[src/rtl/br_credit_tx_pkg.sv]
// ---------------------------------------------------------------------------
// br_credit_tx_pkg
// Shared types for the sender-side credit flow-control stage.
//   br_credit_tx_state_e : INIT (one cycle after reset, loads the credit pool)
//                          ACTIVE (normal credit spending / returning)
// ---------------------------------------------------------------------------
package br_credit_tx_pkg;

    typedef enum logic {
        INIT   = 1'b0,
        ACTIVE = 1'b1
    } br_credit_tx_state_e;

endpackage

[src/rtl/br_credit_tx_pool.sv]
// ---------------------------------------------------------------------------
// br_credit_tx_pool
// Credit pool of the sender: registers the returned credit pulse, keeps the
// credit count, and derives how many credits are usable this cycle.
//
// Ports:
//   clk        in   clock (posedge)
//   rst_n      in   asynchronous active-low reset
//   load       in   INIT cycle: count loads load_value, available forced to 0
//   load_value in   credits loaded on the INIT cycle
//   ret        in   one-credit return pulse (registered before use)
//   spend      in   one credit consumed this cycle (a flit was sent)
//   withhold   in   credits kept out of circulation
//   count      out  current pool, excluding the registered return
//   available  out  usable credits this cycle
// ---------------------------------------------------------------------------
module br_credit_tx_pool
    import br_credit_tx_pkg::*;
#(
    parameter int MaxCredit            = 1,
    parameter bit EnableOverflowAssert = 1'b1,
    localparam int CountWidth          = $clog2(MaxCredit + 1)
) (
    input  logic                  clk,
    input  logic                  rst_n,
    input  logic                  load,
    input  logic [CountWidth-1:0] load_value,
    input  logic                  ret,
    input  logic                  spend,
    input  logic [CountWidth-1:0] withhold,
    output logic [CountWidth-1:0] count,
    output logic [CountWidth-1:0] available
);

    localparam logic [CountWidth:0] MaxExt = (CountWidth + 1)'(MaxCredit);

    logic                  r_ret;
    logic [CountWidth-1:0] r_count;
    logic [CountWidth:0]   w_sum;
    logic [CountWidth:0]   w_withhold_ext;
    logic [CountWidth:0]   w_next_raw;
    logic [CountWidth:0]   w_diff;
    logic                  w_overflow;

    // Clamp a one-bit-wider credit quantity back into the pool range.
    function automatic logic [CountWidth-1:0] sat_credit(input logic [CountWidth:0] v);
        if (v > MaxExt) begin
            sat_credit = MaxExt[CountWidth-1:0];
        end else begin
            sat_credit = v[CountWidth-1:0];
        end
    endfunction

    // Extra bit so count + registered return never wraps.
    assign w_sum          = {1'b0, r_count} + {{CountWidth{1'b0}}, r_ret};
    assign w_withhold_ext = {1'b0, withhold};
    assign w_diff         = w_sum - w_withhold_ext;
    // A send is only possible with at least one usable credit, so this
    // subtraction never underflows.
    assign w_next_raw     = w_sum - {{CountWidth{1'b0}}, spend};
    assign w_overflow     = !load && (w_next_raw > MaxExt);

    always_comb begin
        available = '0;
        if (!load && (w_sum > w_withhold_ext)) begin
            available = sat_credit(w_diff);
        end
    end

    always_ff @(posedge clk or negedge rst_n) begin
        if (!rst_n) begin
            r_ret   <= 1'b0;
            r_count <= '0;
        end else begin
            r_ret <= ret;
            if (load) begin
                r_count <= load_value;
            end else begin
                r_count <= sat_credit(w_next_raw);
            end
        end
    end

    assign count = r_count;

    // Integration checks on the environment around this stage.
    always @(posedge clk) begin
        if (rst_n) begin
            if (load) begin
                assert ({1'b0, load_value} <= MaxExt);
            end
            assert (w_withhold_ext <= MaxExt);
            assert (!(EnableOverflowAssert && w_overflow));
        end
    end

endmodule

[src/rtl/br_credit_tx.sv]
// ---------------------------------------------------------------------------
// br_credit_tx
// Sender-side credit flow-control stage. Accepts flits from a valid/ready
// producer and drives them onto a credit-based link (valid + data, no ready).
// One credit is spent per flit sent; one is regained per pop_credit pulse.
//
// Ports:
//   clk              in   clock (posedge)
//   rst_n            in   asynchronous active-low reset
//   push_valid       in   upstream flit valid
//   push_ready       out  upstream flit accepted (independent of push_valid)
//   push_data        in   upstream flit payload
//   pop_valid        out  link flit valid, one cycle after the send
//   pop_data         out  link flit payload, held between sends
//   pop_credit       in   one-credit return pulse from the receiver
//   credit_stall     in   blocks new sends; credits still accumulate
//   credit_initial   in   credit pool loaded on the INIT cycle
//   credit_withhold  in   credits kept out of circulation
//   credit_count     out  current pool, excluding the same-cycle return
//   credit_available out  usable credits this cycle
// ---------------------------------------------------------------------------
module br_credit_tx
    import br_credit_tx_pkg::*;
#(
    parameter int Width                = 1,
    parameter int MaxCredit            = 1,
    parameter bit EnableOverflowAssert = 1'b1,
    localparam int CountWidth          = $clog2(MaxCredit + 1)
) (
    input  logic                  clk,
    input  logic                  rst_n,
    input  logic                  push_valid,
    output logic                  push_ready,
    input  logic [Width-1:0]      push_data,
    output logic                  pop_valid,
    output logic [Width-1:0]      pop_data,
    input  logic                  pop_credit,
    input  logic                  credit_stall,
    input  logic [CountWidth-1:0] credit_initial,
    input  logic [CountWidth-1:0] credit_withhold,
    output logic [CountWidth-1:0] credit_count,
    output logic [CountWidth-1:0] credit_available
);

    br_credit_tx_state_e r_state;
    br_credit_tx_state_e w_state_next;
    logic                w_load;
    logic                w_send;
    logic                r_pop_valid;
    logic [Width-1:0]    r_pop_data;

    always_ff @(posedge clk or negedge rst_n) begin
        if (!rst_n) begin
            r_state <= INIT;
        end else begin
            r_state <= w_state_next;
        end
    end

    // INIT lasts exactly one clocked cycle; ACTIVE is terminal until reset.
    always_comb begin
        w_state_next = r_state;
        w_load       = 1'b0;
        case (r_state)
            INIT: begin
                w_load       = 1'b1;
                w_state_next = ACTIVE;
            end
            ACTIVE: begin
                w_state_next = ACTIVE;
            end
            default: begin
                w_state_next = INIT;
            end
        endcase
    end

    br_credit_tx_pool #(
        .MaxCredit            (MaxCredit),
        .EnableOverflowAssert (EnableOverflowAssert)
    ) u_pool (
        .clk        (clk),
        .rst_n      (rst_n),
        .load       (w_load),
        .load_value (credit_initial),
        .ret        (pop_credit),
        .spend      (w_send),
        .withhold   (credit_withhold),
        .count      (credit_count),
        .available  (credit_available)
    );

    // available is already forced to 0 in INIT; the state term keeps
    // push_ready low there regardless of pool internals.
    assign push_ready = (r_state == ACTIVE) && !credit_stall && (credit_available != '0);
    assign w_send     = push_valid && push_ready;

    always_ff @(posedge clk or negedge rst_n) begin
        if (!rst_n) begin
            r_pop_valid <= 1'b0;
            r_pop_data  <= '0;
        end else begin
            r_pop_valid <= w_send;
            if (w_send) begin
                r_pop_data <= push_data;
            end
        end
    end

    assign pop_valid = r_pop_valid;
    assign pop_data  = r_pop_data;

endmodule

[config.mk]
export PLATFORM = sky130hd
export DESIGN_NAME = br_credit_tx
export DESIGN_NICKNAME = d
export VERILOG_FILES = /design/src/rtl/br_credit_tx_pkg.sv /design/src/rtl/br_credit_tx_pool.sv /design/src/rtl/br_credit_tx.sv
export SDC_FILE = /design/constraint.sdc
export NUM_CORES = 1
export LEC_CHECK = 0
export BUFFER_PORTS_ARGS = -buffer_cell sky130_fd_sc_hd__buf_2
export CORE_AREA = 2 2 39 41
export CTS_CLUSTER_SIZE = 8
export DETAILED_ROUTE_END_ITERATION = 12
export DIE_AREA = 0 0 41 43
export MAX_ROUTING_LAYER = met4
export PLACE_DENSITY = 0.46
export SYNTH_ARGS = -nofsm -noshare
export SYNTH_HDL_FRONTEND = slang
export SYNTH_SLANG_ARGS = --single-unit
[constraint.sdc]
create_clock -name clk -period 2 [get_ports clk]
set_clock_uncertainty 0.05 [all_clocks]
set_input_delay 0.3 -clock clk [delete_from_list [all_inputs] [get_ports clk]]
set_output_delay 0.3 -clock clk [all_outputs]
set_load 0.02 [all_outputs]
==> flow_summary_export.csv <==
group,metric,value,unit
clock_network,clkTransAtPathRegs,0.04,ns
setup_path,count_of_buffer_and_inverter_cells_on_the_critical_path,2,
finish,final_cell_mix,"10 x buf_2, 4 x dfrtp_1, 4 x buf_4, 3 x ha_4, 3 x clkbuf_4",
clock_network,clk_path_buf_depth,2,
die,num_rows,14,
global_route,maximum_number_of_pins_on_one_net_before_global_route_repair,6,
logic_synthesis,ys.warnings.count,0,
sta,fin_crit,2.08,ns
route,drt_first_pass_iters,2,
finish,finish.net_count,59,
finish,multiInputGateArea,204,µm²
setup_path,worst_setup_path_start_kind,"register",
die,die_h,43,µm
sta,fmaxAchievable,481,MHz
clock_network,cts_tree,"yes",
setup_path,path_delay_family,"adder cells",
logic_synthesis,post_synth_inst_count,25,
finish,layoutNonFillerInstCount,62,
finish,fill_cells,146,
pwr,power_density,769,nW/µm²
pwr,cell_internal_pwr,0.269,mW
logic_synthesis,postSynthAreaPerCell,11.4,µm²
logic_synthesis,ys_ff_latch,5,
setup_path,critical-path-slowest-cell,"dfrtp_2",
placed_design,port_buffers,12,
clock_network,clk_root_buffer_cell,"clkbuf_4",
sta,finalSetupViolCount,3,
pwr,combPwrFrac,38.0,%
placed_design,post-dp-hpwl,467,µm
route,wl_per_cell,9.79,µm
setup_path,rr_startpoint,"u_pool.count",
route,drc_errors,0,
placed_design,gp_congestion,0.626,
logic_synthesis,synth.area.top_cells,"dfrtp_1 44%, ha_1 13%, fa_1 7.0%",
sta,setup_repair_after_global_routing_missed_its_margin,"true",
finish,layout.area.seq,126,µm²
sta,hold_viol_final,0,
finish,drive_gt1_share,67.4,%
route,drt-vias-per-instance,4.02,
logic_synthesis,syn-cell-area,284,µm²
finish,mostFrequentLayoutCell,"buf_2",
setup_path,worstPathArrival,1.73,ns
clock_network,number_of_buffers_added_by_the_clock_tree_synthesis_step,3,
run_status,violations,"setup timing",
setup_path,worst-path-max-fanout,2,
route,antenna_violating_nets_remaining,0,
setup_path,critical_path.most_common_cell,"ha_4",
sta,timing.final.crit_share,104,%
worst_hold_path,min-delay-path-class,"in2reg",
setup_path,cp-startpoint,"u_pool.count",
clock_network,cts-htree-levels,1,
global_route,grt_antenna_before_repair,0,
clock_network,skew_pair_late_insertion_delay,0.24,ns
global_route,overflow,0,
pwr,sw_frac_of_total,30.7,%
route,via_count,249,
global_route,globalRouteTotalUtil,9.42,%
logic_synthesis,post_synth_num_cell_types,17,
pwr,power.net_switching,0.119,mW
pwr,pwr-share-clk,29.7,%
global_route,first_global_vias,277,
run_status,run_status,"finished, violations left",
die,design.die.area,1760,µm²
die,initial_core_util,20.5,%
logic_synthesis,synth_top_area_share,44.1,%
sta,tns,-0.160,ns
route,routed_wl,607,µm
clock_network,cts_num_sinks,5,
placed_design,placedCellCount,53,
logic_synthesis,yosysTopAreaCell,"dfrtp_1",
route,drt_iter0_drc,4,
logic_synthesis,yosysSeqAreaShare,44.1,%
worst_hold_path,hold_path_startpoint,"pop_credit",
die,horizontal_die_dimension,41,µm
finish,insertedDiodeCount,0,
flow_run,timing.max_cap.violations,0,
setup_path,timing.critical_path.required,1.65,ns
die,boundaryPins,13,
setup_path,slowest_delay,0.42,ns
pwr,cellLeakagePower,0.235,nW
sta,final_critical_path_setup_slack,-0.0809,ns
setup_path,critPathKind,"reg2out",
logic_synthesis,mapped_nets,37,
global_route,grt_first_pass_wirelength,1000,µm
finish,area_growth,77.5,%
pwr,power_frac_seq,32.3,%
die,core-area,1380,µm²
setup_path,setup.worst_path.end_class,"primary output",
sta,slew_violations,0,
sta,hold_slack,0.118,ns
pwr,vdd.ir_drop.worst,0.000360,V
setup_path,cp_cell_sequence,"ha_4, inv_2, ha_4, ha_4, a21oi_4, nor2b_4, buf_6",
logic make-up (layout without fill, tap and decap cells):
logic type	count (synthesis)	count (layout)	share of synthesized area [%]
compound gates	4	4	10.6
mux	1	1	5.28
fa+ha+maj	4	4	20.3
buf+inv	4	25	5.28
flops	5	5	44.1
other cells	1	1	1.32
simple gates	6	6	13.2
registers in the layout, summed over array words and instances (netlist names):
signal,flops
pop_data,1
r_state,1
u_pool.r_ret,1
u_pool.count,1
pop_valid,1
per-stage QoR:
step | setup slack, ns | cell area [µm²] | power, mW | utilization (%)
finish | -0.0809 | 504 | 0.388 | 36.4
floorplan | 0.00606 | 329 | 0.211 | -
CTS | -0.0978 | 503 | 0.397 | 36.3
global placement | 0.0116 | 409 | 0.243 | 29.6
global route | -0.159 | 504 | 0.420 | 36.4
detailed placement | -0.00629 | 409 | 0.245 | 29.6
final timing paths:
| path | endpoint | slack, ns | cells past startpoint |
|---|---|---|---|
| worst max register to register | pop_data | -0.04 | 8 |
| min in group asynchronous | pop_valid | 0.34 | 2 |
| worst max-delay path | push_ready | -0.08 | 7 |
| worst min-delay path | u_pool.r_ret | 0.12 | 1 |
| worst min register to register | pop_data | 0.46 | 1 |
| max in group asynchronous | u_pool.count | 1.42 | 2 |
synthesized netlist by cell type, drive strengths merged:
cell	n
conb	1
dfrtp	5
nor2	1
nand3b	1
nand2b	1
and3	1
a211o	1
a2111oi	1
nand2	1
inv	4
mux2	1
a211oi	1
fa	1
ha	3
a21oi	1
nor2b	1
area by class of cell:
class	instances	share of cell area (%)
repair buffers	17	22.3
clock buffers	4	5.21
flip-flops and latches	5	25.1
inverters	4	2.98
well taps	16	3.97
multi-input cells	16	40.4
layer usage:
layer	track usage (%)	up-vias	part of all wire, %
li1	-	124	-
met1	8.52	115	39
met2	13.8	10	55
met3	4.71	0	5.8
met4	8.00	0	0
met5	-	-	0
power groups by stage:
| stage | combinational, mW | clock [mW] | sequential, mW |
|---|---|---|---|
| finish | 0.147 | 0.115 | 0.125 |
| global route | 0.159 | 0.135 | 0.126 |
| CTS | 0.148 | 0.124 | 0.125 |
| detailed placement | 0.118 | 0 | 0.127 |
| global placement | 0.116 | 0 | 0.127 |
| floorplan | 0.0691 | 0 | 0.142 |
what timing repair did:
action                                 CTS  global route
hold buffers                             1             0
pin swaps                                1             0
endpoints found under the hold margin    5             0
setup endpoints to repair                3             4
setup buffers                            4             0
resized for setup                        8             1
Power figures use the tool's default switching activity.
